===== config.mk =====
export PLATFORM = sky130hd
export DESIGN_NAME = pio_edge_in
export DESIGN_NICKNAME = d
export VERILOG_FILES = /design/src/rtl/pio_pkg.sv /design/src/rtl/pio_debounce.sv /design/src/rtl/pio_edge_in.sv
export SDC_FILE = /design/constraint.sdc
export NUM_CORES = 1
export LEC_CHECK = 0
export ABC_CLOCK_PERIOD_IN_PS = 1900
export CELL_PAD_IN_SITES_DETAIL_PLACEMENT = 1
export CELL_PAD_IN_SITES_GLOBAL_PLACEMENT = 2
export CORE_UTILIZATION = 24
export CTS_BUF_LIST = sky130_fd_sc_hd__clkbuf_8
export DETAILED_ROUTE_END_ITERATION = 16
export PLACE_DENSITY = 0.88
export SLEW_MARGIN = 10
export SYNTH_ARGS = -nofsm -noshare
export SYNTH_HDL_FRONTEND = slang
export SYNTH_SLANG_ARGS = --single-unit

===== constraint.sdc =====
create_clock -name clk -period 1.9 [get_ports clk]
set_clock_uncertainty 0.1 [all_clocks]
set_input_delay 0.57 -clock clk [delete_from_list [all_inputs] [get_ports clk]]
set_output_delay 0.57 -clock clk [all_outputs]
set_load 0.02 [all_outputs]

===== src/rtl/pio_pkg.sv =====
// ============================================================================
// pio_pkg -- shared register offsets and edge-type encoding for pio_edge_in
// Revision: 1.0
// ============================================================================
`default_nettype none

package pio_pkg;

    localparam logic [1:0] ADDR_DATA = 2'd0;
    localparam logic [1:0] ADDR_RSVD = 2'd1;
    localparam logic [1:0] ADDR_MASK = 2'd2;
    localparam logic [1:0] ADDR_EDGE = 2'd3;

    typedef enum logic [1:0] {
        EDGE_RISE = 2'd0,
        EDGE_FALL = 2'd1,
        EDGE_ANY  = 2'd2
    } edge_type_e;

    // Out-of-range selectors fall back to rising-edge capture.
    function automatic edge_type_e edge_type_of(input int sel);
        case (sel)
            1:       return EDGE_FALL;
            2:       return EDGE_ANY;
            default: return EDGE_RISE;
        endcase
    endfunction

endpackage

`default_nettype wire


===== src/rtl/pio_debounce.sv =====
// ============================================================================
// pio_debounce -- single-bit debouncer: output follows input only after the
// input has differed from it for DEBOUNCE_CYCLES consecutive cycles.
// Revision: 1.0
// ============================================================================
`default_nettype none

module pio_debounce #(
    parameter int DEBOUNCE_CYCLES = 50000
) (
    input  logic clk,
    input  logic reset,
    input  logic din_i,
    output logic dout_o
);

    localparam int              CNT_W    = $clog2(DEBOUNCE_CYCLES + 1);
    localparam logic [CNT_W-1:0] CNT_LAST = CNT_W'(DEBOUNCE_CYCLES - 1);
    localparam logic [CNT_W-1:0] CNT_ONE  = CNT_W'(1);

    logic [CNT_W-1:0] cnt_q;
    logic [CNT_W-1:0] cnt_d;
    logic             dout_q;
    logic             dout_d;

    // Any cycle where input matches output restarts the count.
    always_comb begin
        cnt_d  = '0;
        dout_d = dout_q;
        if (din_i != dout_q) begin
            if (cnt_q == CNT_LAST) begin
                dout_d = din_i;
            end else begin
                cnt_d = cnt_q + CNT_ONE;
            end
        end
    end

    always_ff @(posedge clk) begin
        if (reset) begin
            cnt_q  <= '0;
            dout_q <= 1'b0;
        end else begin
            cnt_q  <= cnt_d;
            dout_q <= dout_d;
        end
    end

    assign dout_o = dout_q;

endmodule

`default_nettype wire


===== src/rtl/pio_edge_in.sv =====
// ============================================================================
// pio_edge_in -- synchronized parallel input port with per-bit edge capture,
// interrupt mask and W1C edge register. Define PIO_EDGE_IN_DEBOUNCE_EN to add
// per-bit debounce. Revision: 1.0
// ============================================================================
`default_nettype none

module pio_edge_in
    import pio_pkg::*;
#(
    parameter int WIDTH           = 8,
    parameter int EDGE_TYPE       = 0,
    parameter int DEBOUNCE_CYCLES = 50000
) (
    input  logic             clk,
    input  logic             reset,
    input  logic [1:0]       address,
    input  logic             chipselect,
    input  logic             write,
    input  logic [31:0]      writedata,
    output logic [31:0]      readdata,
    input  logic [WIDTH-1:0] in_port,
    output logic             irq
);

    localparam edge_type_e EDGE_SEL  = edge_type_of(EDGE_TYPE);
    localparam logic [1:0] WARM_DONE = 2'd3;

    if (WIDTH < 1 || WIDTH > 32) begin : g_chk_width
        $error("pio_edge_in: WIDTH must be 1..32");
    end
    if (DEBOUNCE_CYCLES < 1) begin : g_chk_debounce
        $error("pio_edge_in: DEBOUNCE_CYCLES must be >= 1");
    end

    logic [WIDTH-1:0] sync1_q;
    logic [WIDTH-1:0] sync2_q;
    logic [WIDTH-1:0] dly_q;
    logic [WIDTH-1:0] mask_q;
    logic [WIDTH-1:0] mask_d;
    logic [WIDTH-1:0] cap_q;
    logic [WIDTH-1:0] cap_d;
    logic [1:0]       warm_q;
    logic [31:0]      readdata_q;
    logic [31:0]      readdata_d;
    logic             irq_q;
    logic             irq_d;

    logic [WIDTH-1:0] w_cond;
    logic [WIDTH-1:0] w_det;
    logic [WIDTH-1:0] w_clr;
    logic [WIDTH-1:0] w_wdata;
    logic             w_wr_en;
    logic             w_unused_wdata;

`ifdef PIO_EDGE_IN_DEBOUNCE_EN
    for (genvar i = 0; i < WIDTH; i++) begin : g_db
        pio_debounce #(
            .DEBOUNCE_CYCLES(DEBOUNCE_CYCLES)
        ) u_db (
            .clk   (clk),
            .reset (reset),
            .din_i (sync2_q[i]),
            .dout_o(w_cond[i])
        );
    end
`else
    assign w_cond = sync2_q;
`endif

    // warm_q holds off detection until the delayed copy carries a real
    // post-reset sample, so a level present at reset is never seen as an edge.
    always_ff @(posedge clk) begin
        if (reset) begin
            sync1_q <= '0;
            sync2_q <= '0;
            dly_q   <= '0;
            warm_q  <= '0;
        end else begin
            sync1_q <= in_port;
            sync2_q <= sync1_q;
            dly_q   <= w_cond;
            if (warm_q != WARM_DONE) begin
                warm_q <= warm_q + 2'd1;
            end
        end
    end

    always_comb begin
        w_det = '0;
        if (warm_q == WARM_DONE) begin
            case (EDGE_SEL)
                EDGE_FALL: w_det = ~w_cond & dly_q;
                EDGE_ANY:  w_det = w_cond ^ dly_q;
                default:   w_det = w_cond & ~dly_q;
            endcase
        end
    end

    assign w_wr_en        = chipselect & write;
    assign w_wdata        = writedata[WIDTH-1:0];
    assign w_unused_wdata = ^writedata;

    // A fresh edge is OR-ed in after the clear, so it wins over a same-cycle W1C.
    always_comb begin
        mask_d     = mask_q;
        w_clr      = '0;
        readdata_d = '0;
        if (w_wr_en && address == ADDR_MASK) begin
            mask_d = w_wdata;
        end
        if (w_wr_en && address == ADDR_EDGE) begin
            w_clr = w_wdata;
        end
        cap_d = (cap_q & ~w_clr) | w_det;
        irq_d = |(cap_d & mask_d);
        case (address)
            ADDR_DATA: readdata_d = 32'(w_cond);
            ADDR_MASK: readdata_d = 32'(mask_q);
            ADDR_EDGE: readdata_d = 32'(cap_q);
            default:   readdata_d = '0;
        endcase
    end

    always_ff @(posedge clk) begin
        if (reset) begin
            mask_q     <= '0;
            cap_q      <= '0;
            readdata_q <= '0;
            irq_q      <= 1'b0;
        end else begin
            mask_q     <= mask_d;
            cap_q      <= cap_d;
            readdata_q <= readdata_d;
            irq_q      <= irq_d;
        end
    end

    assign readdata = readdata_q;
    assign irq      = irq_q;

endmodule

`default_nettype wire


* After elaboration in Yosys (flattened, before gate mapping)
Index checks and enable logic that the tools add are counted.
** Operators by class
- Add/subtract/negate cells :: 1
- Multiply operators :: 0
- Divide/modulo/power cells :: 0
- $lt $le $gt $ge :: 0
- Equality and inequality tests :: 4
- Shift operators :: 0
- Mux-type cells :: 4
- Bitwise operators :: 7
- Reductions and logical operators :: 4
** Operators by type and width (count)
- AND 8 bit :: 3
- two-way mux 8 bit :: 3
- case mux 8 bit (3 select lines) :: 1
- NOT 8 bit :: 2
- bitwise OR 8 bit :: 1
- OR reduction 8 bit :: 1
- equality test 2 bit (second input constant) :: 3
- adder 2 x 1 -> 2 bit (second input constant) :: 1
- logical AND 1 bit :: 2
- zero test 2 bit :: 1
- inequality test 2 bit (second input constant) :: 1
- AND 1 bit :: 1
** Storage, ports and cells
- Flip-flop bits (word level) :: 75
- Latch bits :: 0
- Bits in writable memories :: 0
- Bits in read-only memories :: 0
- Output and inout port bits :: 33
- Logic and storage cells :: 28
- Memories :: 0

* Logic depth before layout (Yosys ltp)
Gate-level depths: netlist (run 1).
- Word-level depth :: 8
- Depth in mapped cells :: 6
- Gate-level depth less buffers :: 4

* Worst setup path after synthesis (run 1)
No wires, ideal clock.
- Path kind :: in2reg
- Start point :: input address[0]
- End point :: register irq_q, in the netlist irq
- Data arrival time :: 1.711 ns
- Path slack :: -0.036 ns
- Stages on the path :: 5
- Buffers on the path :: 1
- Path through :: buf_6 nand4_2 a221oi_1 o22ai_1 o41a_1
** Between the ends
- Cells in the longest elaborated chain, start to end :: 8
- Elaborated cells between the ends (all ways) :: 11
** Ends and longest elaborated chain
- start: declaration :: line pio_edge_in.sv:17 : input logic [1:0] address,
- equality test 2 bit :: line pio_edge_in.sv:112 : if (w_wr_en && address == ADDR_EDGE) begin
- logical AND 1 bit :: line pio_edge_in.sv:112
- two-way mux 8 bit :: line pio_edge_in.sv:112
- NOT 8 bit :: line pio_edge_in.sv:115 : cap_d = (cap_q & ~w_clr) | w_det;
- AND 8 bit :: line pio_edge_in.sv:115
- bitwise OR 8 bit :: line pio_edge_in.sv:115
- AND 8 bit (*) :: line pio_edge_in.sv:116 : irq_d = |(cap_d & mask_d);
- OR reduction 8 bit (*) :: line pio_edge_in.sv:116
- end signal: assignment :: line pio_edge_in.sv:135 : irq_q <= irq_d;
- end: declaration :: line pio_edge_in.sv:46 : logic irq_q;
Mark *: on every way between the ends. The rest lies on a longest branch, timed or not.
A chain may end at the register's enable or synchronous reset.

* Worst setup path after layout (run 1)
- Start point :: input address[1]
- End point :: register irq_q, in the netlist irq
The elaborated chain is that of the path after synthesis.

==> results of run 1 <==
critical path, stage by stage:
cell and delay, ns:
clkbuf_2 0.13, nand4_4 0.25, a221oi_2 0.38, o22ai_1 0.13
o41a_1 0.42
cell usage after synthesis, types with 2 or more instances:
library cell,n
buf_4,25
clkbuf_1,6
dfxtp_1,51
buf_6,2
nor2b_1,39
mux2i_1,17
o22ai_1,4
a221oi_1,7
nor2_1,34
a21oi_1,8
layout make-up:
cell class	instances	area (sq um)
Clock buffer	7	96.3
Clock inverter	1	3.75
Fill cell	946	5400
Inverter	1	3.75
Multi-Input combinational cell	141	978
Sequential cell	51	1020
Tap cell	105	131
Timing Repair Buffer	54	539
power breakdown:
group | switching, mW | internal (mW)
Combinational | 0.163 | 0.149
Clock | 0.343 | 0.328
Sequential | 0.0226 | 1.11
path summary, 6_finish.rpt:
path	to	from
max	irq	address[1]
min	sync2_q[1]	sync1_q[1]
max reg2reg	irq	warm_q[0]
min reg2reg	sync2_q[1]	sync1_q[1]
metrics by stage:
step	setup WS (ns)	std cells	instance area [sq um]	setup TNS, ns
floorplan	0.000166	227	2130	0
global placement	-0.588	350	2540	-4.08
detailed placement	-0.611	350	2540	-5.08
CTS	0.000309	360	2730	0
global route	0.0303	360	2770	0
finish	0.102	360	2770	0
logic make-up (layout without fill, tap and decap cells):
logic type               count (synthesis)  count (layout)
adder cells (fa/ha/maj)                  1               1
AO/OA/AOI/OAI                           21              21
flip-flops                              51              51
buffers and inverters                   35              63
multiplexers                            17              17
AND/OR/NAND/NOR                         77              77
other                                    1              24
XOR/XNOR                                 1               1
repair_timing:
action | in CTS | in global routing
gates resized for setup | 22 | 21
setup buffers | 2 | 0
endpoints found under the setup margin | 3 | 9
pin swaps | 7 | 2
flip-flops by register name, indices dropped and copies added (netlist names):
| register | count |
|---|---|
| cap_q | 8 |
| dly_q | 8 |
| irq | 1 |
| mask_q | 8 |
| readdata | 8 |
| sync1_q | 8 |
| sync2_q | 8 |
| warm_q | 2 |
per-layer routing:
layer	vias to the layer above	wire length [um]
met2	42	2230
met5	-	0
li1	722	-
met3	7	213
met1	663	2070
met4	0	72
==> impl_metrics.prom, run 1 <==
# TYPE chip_impl_metric gauge
chip_impl_metric{name="floorplan.initialDensity",unit=""} 0.247
chip_impl_metric{name="maxSlewViolCount",unit=""} 0
chip_impl_info{name="grt_setup_unrepaired",value="no"} 1
chip_impl_metric{name="syn_area_per_cell",unit="sq um"} 9.90
chip_impl_metric{name="pwr_density",unit="mW/mm^2"} 763
chip_impl_info{name="failed_checks",value="DRC"} 1
chip_impl_info{name="critical_path_class",value="primary input to flop"} 1
chip_impl_metric{name="synth_seq_cells",unit=""} 51
chip_impl_metric{name="maxClockFrequency",unit="MHz"} 556
chip_impl_metric{name="synth_adder_area_share",unit=""} 0.00620
chip_impl_metric{name="synthArstFlopShare",unit=""} 0
chip_impl_metric{name="grt_use_met3",unit=""} 0.0259
chip_impl_info{name="layer_carrying_the_most_global_route_usage",value="met2"} 1
chip_impl_metric{name="grt_first_pass_wirelength",unit="mm"} 7.54
chip_impl_info{name="outcome",value="finished, violations left"} 1
chip_impl_metric{name="post-route-period-util",unit=""} 0.947
chip_impl_metric{name="grt_max_degree",unit=""} 35
chip_impl_metric{name="yosys-mux-area-fraction",unit=""} 0.0843
chip_impl_metric{name="number_of_placement_rows",unit=""} 33
chip_impl_metric{name="synth_cells",unit=""} 204
chip_impl_info{name="critical_path.startpoint_type",value="primary input"} 1
chip_impl_metric{name="first_pass_iters",unit=""} 9
chip_impl_metric{name="fin_worst_hold_slack",unit="ns"} 0.335
chip_impl_metric{name="design.final.nets",unit=""} 301
chip_impl_metric{name="detail-route-antenna-nets",unit=""} 0
chip_impl_metric{name="fraction_of_the_mapped_netlist_area_in_compound_gates",unit=""} 0.0756
chip_impl_metric{name="maxCapViolations",unit=""} 0
chip_impl_metric{name="core_area",unit="sq mm"} 0.00818
chip_impl_metric{name="level_count_of_the_clock_h_tree",unit=""} 2
chip_impl_info{name="tritoncts",value="done"} 1
chip_impl_info{name="dominant_combinational_cell_family_by_area_after_synthesis",value="simple AND/OR/NAND/NOR gates"} 1
chip_impl_metric{name="gpl.final_weighted_congestion",unit=""} 0.710
chip_impl_metric{name="ir_worst_vdd",unit="mV"} 0.371
chip_impl_metric{name="reg2reg_setup_slack",unit="ns"} 0.12
chip_impl_metric{name="tritoncts_num_sinks",unit=""} 51
chip_impl_metric{name="diodes",unit=""} 0
chip_impl_metric{name="cts_buffer_depth",unit=""} 2
chip_impl_metric{name="io-pin-count",unit=""} 79
chip_impl_metric{name="share_of_the_synthesized_area_in_the_top_cell_type",unit=""} 0.506
chip_impl_info{name="synthDominantAreaCellType",value="dfxtp_1"} 1
chip_impl_metric{name="synth_warnings",unit=""} 0
chip_impl_metric{name="global_route.usage.total",unit=""} 0.112
chip_impl_metric{name="finalWirelength",unit="mm"} 4.58
chip_impl_metric{name="use_met1",unit=""} 0.132
chip_impl_info{name="most_common_cell_after_layout_fill_and_taps_aside",value="dfxtp_1"} 1
chip_impl_metric{name="drive_gt1_frac",unit=""} 0.208
chip_impl_metric{name="clkSlewWorstSetupHoldPaths",unit="ns"} 0.09
chip_impl_metric{name="clock_buffers_created_by_tritoncts",unit=""} 5
chip_impl_metric{name="detail_route.vias_per_cell",unit=""} 3.98
chip_impl_metric{name="fp.dieArea",unit="sq mm"} 0.00879
chip_impl_metric{name="syn2layout_area_growth",unit="%"} 37.4
chip_impl_metric{name="timing_hold_violations_final",unit=""} 0
chip_impl_metric{name="total_power",unit="mW"} 2.12
chip_impl_metric{name="post_synth_and_or_nand_nor_area_fraction",unit=""} 0.203
chip_impl_metric{name="grt_pass1_vias",unit=""} 1530
chip_impl_metric{name="timing.final.crit_period",unit="ns"} 1.80
chip_impl_metric{name="detail_route.iter0.violations",unit=""} 22
chip_impl_metric{name="yosys.cell_types.count",unit=""} 21
chip_impl_metric{name="clock_latency",unit="ns"} 0.30
chip_impl_metric{name="yosysSeqAreaShare",unit=""} 0.506
chip_impl_metric{name="synth-edff-count",unit=""} 0
chip_impl_metric{name="floorplan.die.width",unit="um"} 93.7
chip_impl_metric{name="synth_xor_area_frac",unit=""} 0.00434
chip_impl_metric{name="finish.utilization",unit=""} 0.339
chip_impl_metric{name="grt_use_met2",unit=""} 0.200
chip_impl_metric{name="dr_total_vias",unit=""} 1434
chip_impl_info{name="synth_ff_type",value="dfxtp_1"} 1
chip_impl_metric{name="crit_required",unit="ns"} 1.99
chip_impl_metric{name="input_output_buffers",unit=""} 30
chip_impl_metric{name="drt_wl_cell",unit="um"} 12.7
chip_impl_metric{name="timing.hold.worst_path_depth",unit=""} 1
chip_impl_info{name="cts_root_buffer",value="clkbuf_8"} 1
chip_impl_metric{name="antenna_violations_before_repair",unit=""} 0
chip_impl_metric{name="cp_max_fo",unit=""} 8
chip_impl_metric{name="arrival_time_worst_endpoint",unit="ns"} 1.89
chip_impl_metric{name="synth_area",unit="sq mm"} 0.00202
chip_impl_info{name="most-common-layout-cells",value="51 x dfxtp_1, 39 x nor2b_1, 34 x nor2_1"} 1
chip_impl_metric{name="grt_total_ovfl",unit=""} 0
chip_impl_metric{name="cts_hold_buffers_added",unit=""} 0
chip_impl_info{name="synth.top_cells.by_area",value="dfxtp_1 51%, nor2b_1 12%, buf_4 9.3%"} 1
chip_impl_info{name="cp-end-kind",value="flop"} 1
chip_impl_metric{name="p_leak",unit="nW"} 1.30
chip_impl_metric{name="dpl.hpwl",unit="mm"} 3.21
chip_impl_metric{name="remaining_drc_errors",unit=""} 2
chip_impl_metric{name="chip_height",unit="um"} 93.7
chip_impl_metric{name="worst-r2r-cell-count",unit=""} 5
chip_impl_metric{name="finalSetupViolations",unit=""} 0
chip_impl_info{name="timing.hold.worst.class",value="flop to flop"} 1
(Power assumes the default switching activity.)
==> run 2: changes to the inputs <==
- GPL_TIMING_DRIVEN: default -> 0
==> impl_metrics.prom, run 2 (synthesis gave the netlist of run 1 again) <==
# TYPE chip_impl_metric gauge
chip_impl_metric{name="global_route.usage.total",unit=""} 0.109
chip_impl_metric{name="tns",unit="ns"} -0.0422
chip_impl_metric{name="grt_pass1_vias",unit=""} 1447
chip_impl_metric{name="floorplan.die.width",unit="um"} 93.7
chip_impl_metric{name="cts_buffer_depth",unit=""} 2
chip_impl_metric{name="cts_hold_buffers_added",unit=""} 0
chip_impl_info{name="r2r-end",value="irq"} 1
chip_impl_metric{name="level_count_of_the_clock_h_tree",unit=""} 2
chip_impl_metric{name="grt_max_degree",unit=""} 15
chip_impl_metric{name="dpl.hpwl",unit="mm"} 3.28
chip_impl_info{name="cp-end-kind",value="flop"} 1
chip_impl_metric{name="maxCapViolations",unit=""} 0
chip_impl_metric{name="timing.hold.worst_path_depth",unit=""} 1
chip_impl_metric{name="diodes",unit=""} 0
chip_impl_metric{name="io-pin-count",unit=""} 79
chip_impl_metric{name="final_std_cells_w_o_fill",unit=""} 377
chip_impl_metric{name="final_cell_area",unit="sq mm"} 0.00283
chip_impl_metric{name="crit_required",unit="ns"} 1.99
chip_impl_metric{name="place_inst",unit=""} 362
chip_impl_info{name="cts_root_buffer",value="clkbuf_8"} 1
chip_impl_metric{name="clock_buffers_created_by_tritoncts",unit=""} 5
chip_impl_metric{name="syn2layout_area_growth",unit="%"} 40.3
chip_impl_metric{name="timing.final.crit_period",unit="ns"} 1.94
chip_impl_metric{name="core_area",unit="sq mm"} 0.00818
chip_impl_metric{name="gpl.final_weighted_congestion",unit=""} 0.771
chip_impl_info{name="outcome",value="finished, violations left"} 1
chip_impl_metric{name="placedInstanceArea",unit="sq mm"} 0.00256
chip_impl_metric{name="worst-r2r-cell-count",unit=""} 4
chip_impl_metric{name="chip_height",unit="um"} 93.7
chip_impl_metric{name="pre_cts_slack",unit="ns"} -0.750
chip_impl_metric{name="arrival_time_worst_endpoint",unit="ns"} 2.03
chip_impl_info{name="layer_carrying_the_most_global_route_usage",value="met2"} 1
chip_impl_metric{name="clock_latency",unit="ns"} 0.31
chip_impl_info{name="most_common_cell_after_layout_fill_and_taps_aside",value="dfxtp_1"} 1
chip_impl_metric{name="antenna_violations_before_repair",unit=""} 0
chip_impl_metric{name="maxClockFrequency",unit="MHz"} 515
chip_impl_info{name="tritoncts",value="done"} 1
chip_impl_metric{name="cp_max_fo",unit=""} 8
chip_impl_info{name="critical_path_class",value="primary input to flop"} 1
chip_impl_metric{name="post-route-period-util",unit=""} 1.02
chip_impl_info{name="critical_path.startpoint_type",value="primary input"} 1
chip_impl_info{name="timing.critical_path.from",value="address[1]"} 1
chip_impl_metric{name="fp.dieArea",unit="sq mm"} 0.00879
chip_impl_metric{name="setup_slack_of_the_critical_path_after_layout",unit="ns"} -0.0422
chip_impl_info{name="worst_setup_path_endpoint",value="irq"} 1
chip_impl_metric{name="detail-route-antenna-nets",unit=""} 0
chip_impl_metric{name="detail_route.vias_per_cell",unit=""} 3.99
chip_impl_metric{name="maxSlewViolCount",unit=""} 0
chip_impl_metric{name="use_met1",unit=""} 0.131
chip_impl_metric{name="drt_wl_cell",unit="um"} 12.2
chip_impl_metric{name="grt_first_pass_wirelength",unit="mm"} 7.13
chip_impl_metric{name="tritoncts_num_sinks",unit=""} 51
chip_impl_metric{name="max_slew.worst_pin.slew",unit="ns"} 0.542
chip_impl_metric{name="dr_total_vias",unit=""} 1503
chip_impl_metric{name="timing_hold_violations_final",unit=""} 0
chip_impl_metric{name="clkSlewWorstSetupHoldPaths",unit="ns"} 0.09
chip_impl_metric{name="drive_gt1_frac",unit=""} 0.232
chip_impl_info{name="reg2reg_from",value="warm_q[0]"} 1
chip_impl_info{name="failed_checks",value="setup timing"} 1
chip_impl_metric{name="grt_use_met2",unit=""} 0.182
chip_impl_info{name="grt_setup_unrepaired",value="yes"} 1
chip_impl_metric{name="design.final.nets",unit=""} 318
chip_impl_info{name="timing.hold.worst.class",value="flop to flop"} 1
chip_impl_metric{name="floorplan.initialDensity",unit=""} 0.247
chip_impl_metric{name="worst_slew_margin_rel",unit=""} 0.639
chip_impl_metric{name="finalWirelength",unit="mm"} 4.61
chip_impl_metric{name="number_of_placement_rows",unit=""} 33
chip_impl_metric{name="ir_worst_vdd",unit="mV"} 0.226
chip_impl_metric{name="finalSetupViolations",unit=""} 1
chip_impl_metric{name="remaining_drc_errors",unit=""} 0
chip_impl_metric{name="grt_use_met3",unit=""} 0.0283
chip_impl_metric{name="detail_route.iter0.violations",unit=""} 23
chip_impl_metric{name="first_pass_iters",unit=""} 4
chip_impl_metric{name="reg2reg_setup_slack",unit="ns"} 0.10
chip_impl_metric{name="input_output_buffers",unit=""} 30
chip_impl_info{name="most-common-layout-cells",value="51 x dfxtp_1, 39 x nor2b_1, 34 x nor2_1"} 1
chip_impl_metric{name="p_leak",unit="nW"} 1.29
chip_impl_metric{name="grt_total_ovfl",unit=""} 0
chip_impl_metric{name="pwr_density",unit="mW/mm^2"} 749
run 2: worst max-delay path, stage by stage:
cell and delay (ns):
clkdlybuf4s15_2 0.22, buf_6 0.12, nand4b_1 0.09, buf_6 0.21, mux2i_2 0.28, o22ai_2 0.12
o41a_1 0.42
run 2: timing repair:
item,4_1_cts,5_1_grt
endpoints found under the hold margin,0,0
pin swaps,5,5
gates cloned,0,0
gates resized for setup,22,16
buffers inserted,3,5
endpoints found under the setup margin,12,5
run 2: routing by layer:
metal  vias up  share of wire  routed length [um]
met4         0          0.021                  95
met3         8          0.045                 207
li1        755              -                   -
met1       698           0.46                2100
met2        42           0.48                2200
met5         -              0                   0
run 2: layout make-up:
type | instances | area [sq um]
fillers | 941 | 5340
flip-flops and latches | 51 | 1020
multi-input cells | 141 | 980
repair buffers | 38 | 360
plain buffers | 33 | 238
well taps | 105 | 131
clock buffers | 7 | 96.3
clock inverters | 1 | 3.75
inverters | 1 | 3.75
run 2: report_power, final:
group / leakage, nW / internal (mW) / switching (mW)
clock: 0.0557 / 0.328 / 0.345
sequential: 0.416 / 1.11 / 0.0225
combinational: 0.823 / 0.152 / 0.163
total: 1.29 / 1.59 / 0.531
run 2: worst min path at each step:
stage | to | slack (ns) | from
finish | sync2_q[5] | 0.34 | sync1_q[5]
global route | sync2_q[5] | 0.36 | sync1_q[5]
CTS | sync2_q[5] | 0.35 | sync1_q[5]
detailed placement | sync2_q[5] | 0.33 | sync1_q[5]
global placement | sync2_q[3] | 0.32 | sync1_q[3]
floorplan | sync2_q[0] | 0.31 | sync1_q[0]
run 2: per-stage QoR:
step / util / hold slack (ns) / power, mW
floorplan: - / 0.314 / 1.35
finish: 0.347 / 0.342 / 2.12
CTS: 0.333 / 0.346 / 2.13
global route: 0.347 / 0.359 / 2.22
detailed placement: 0.314 / 0.325 / 1.44
global placement: 0.314 / 0.318 / 1.43
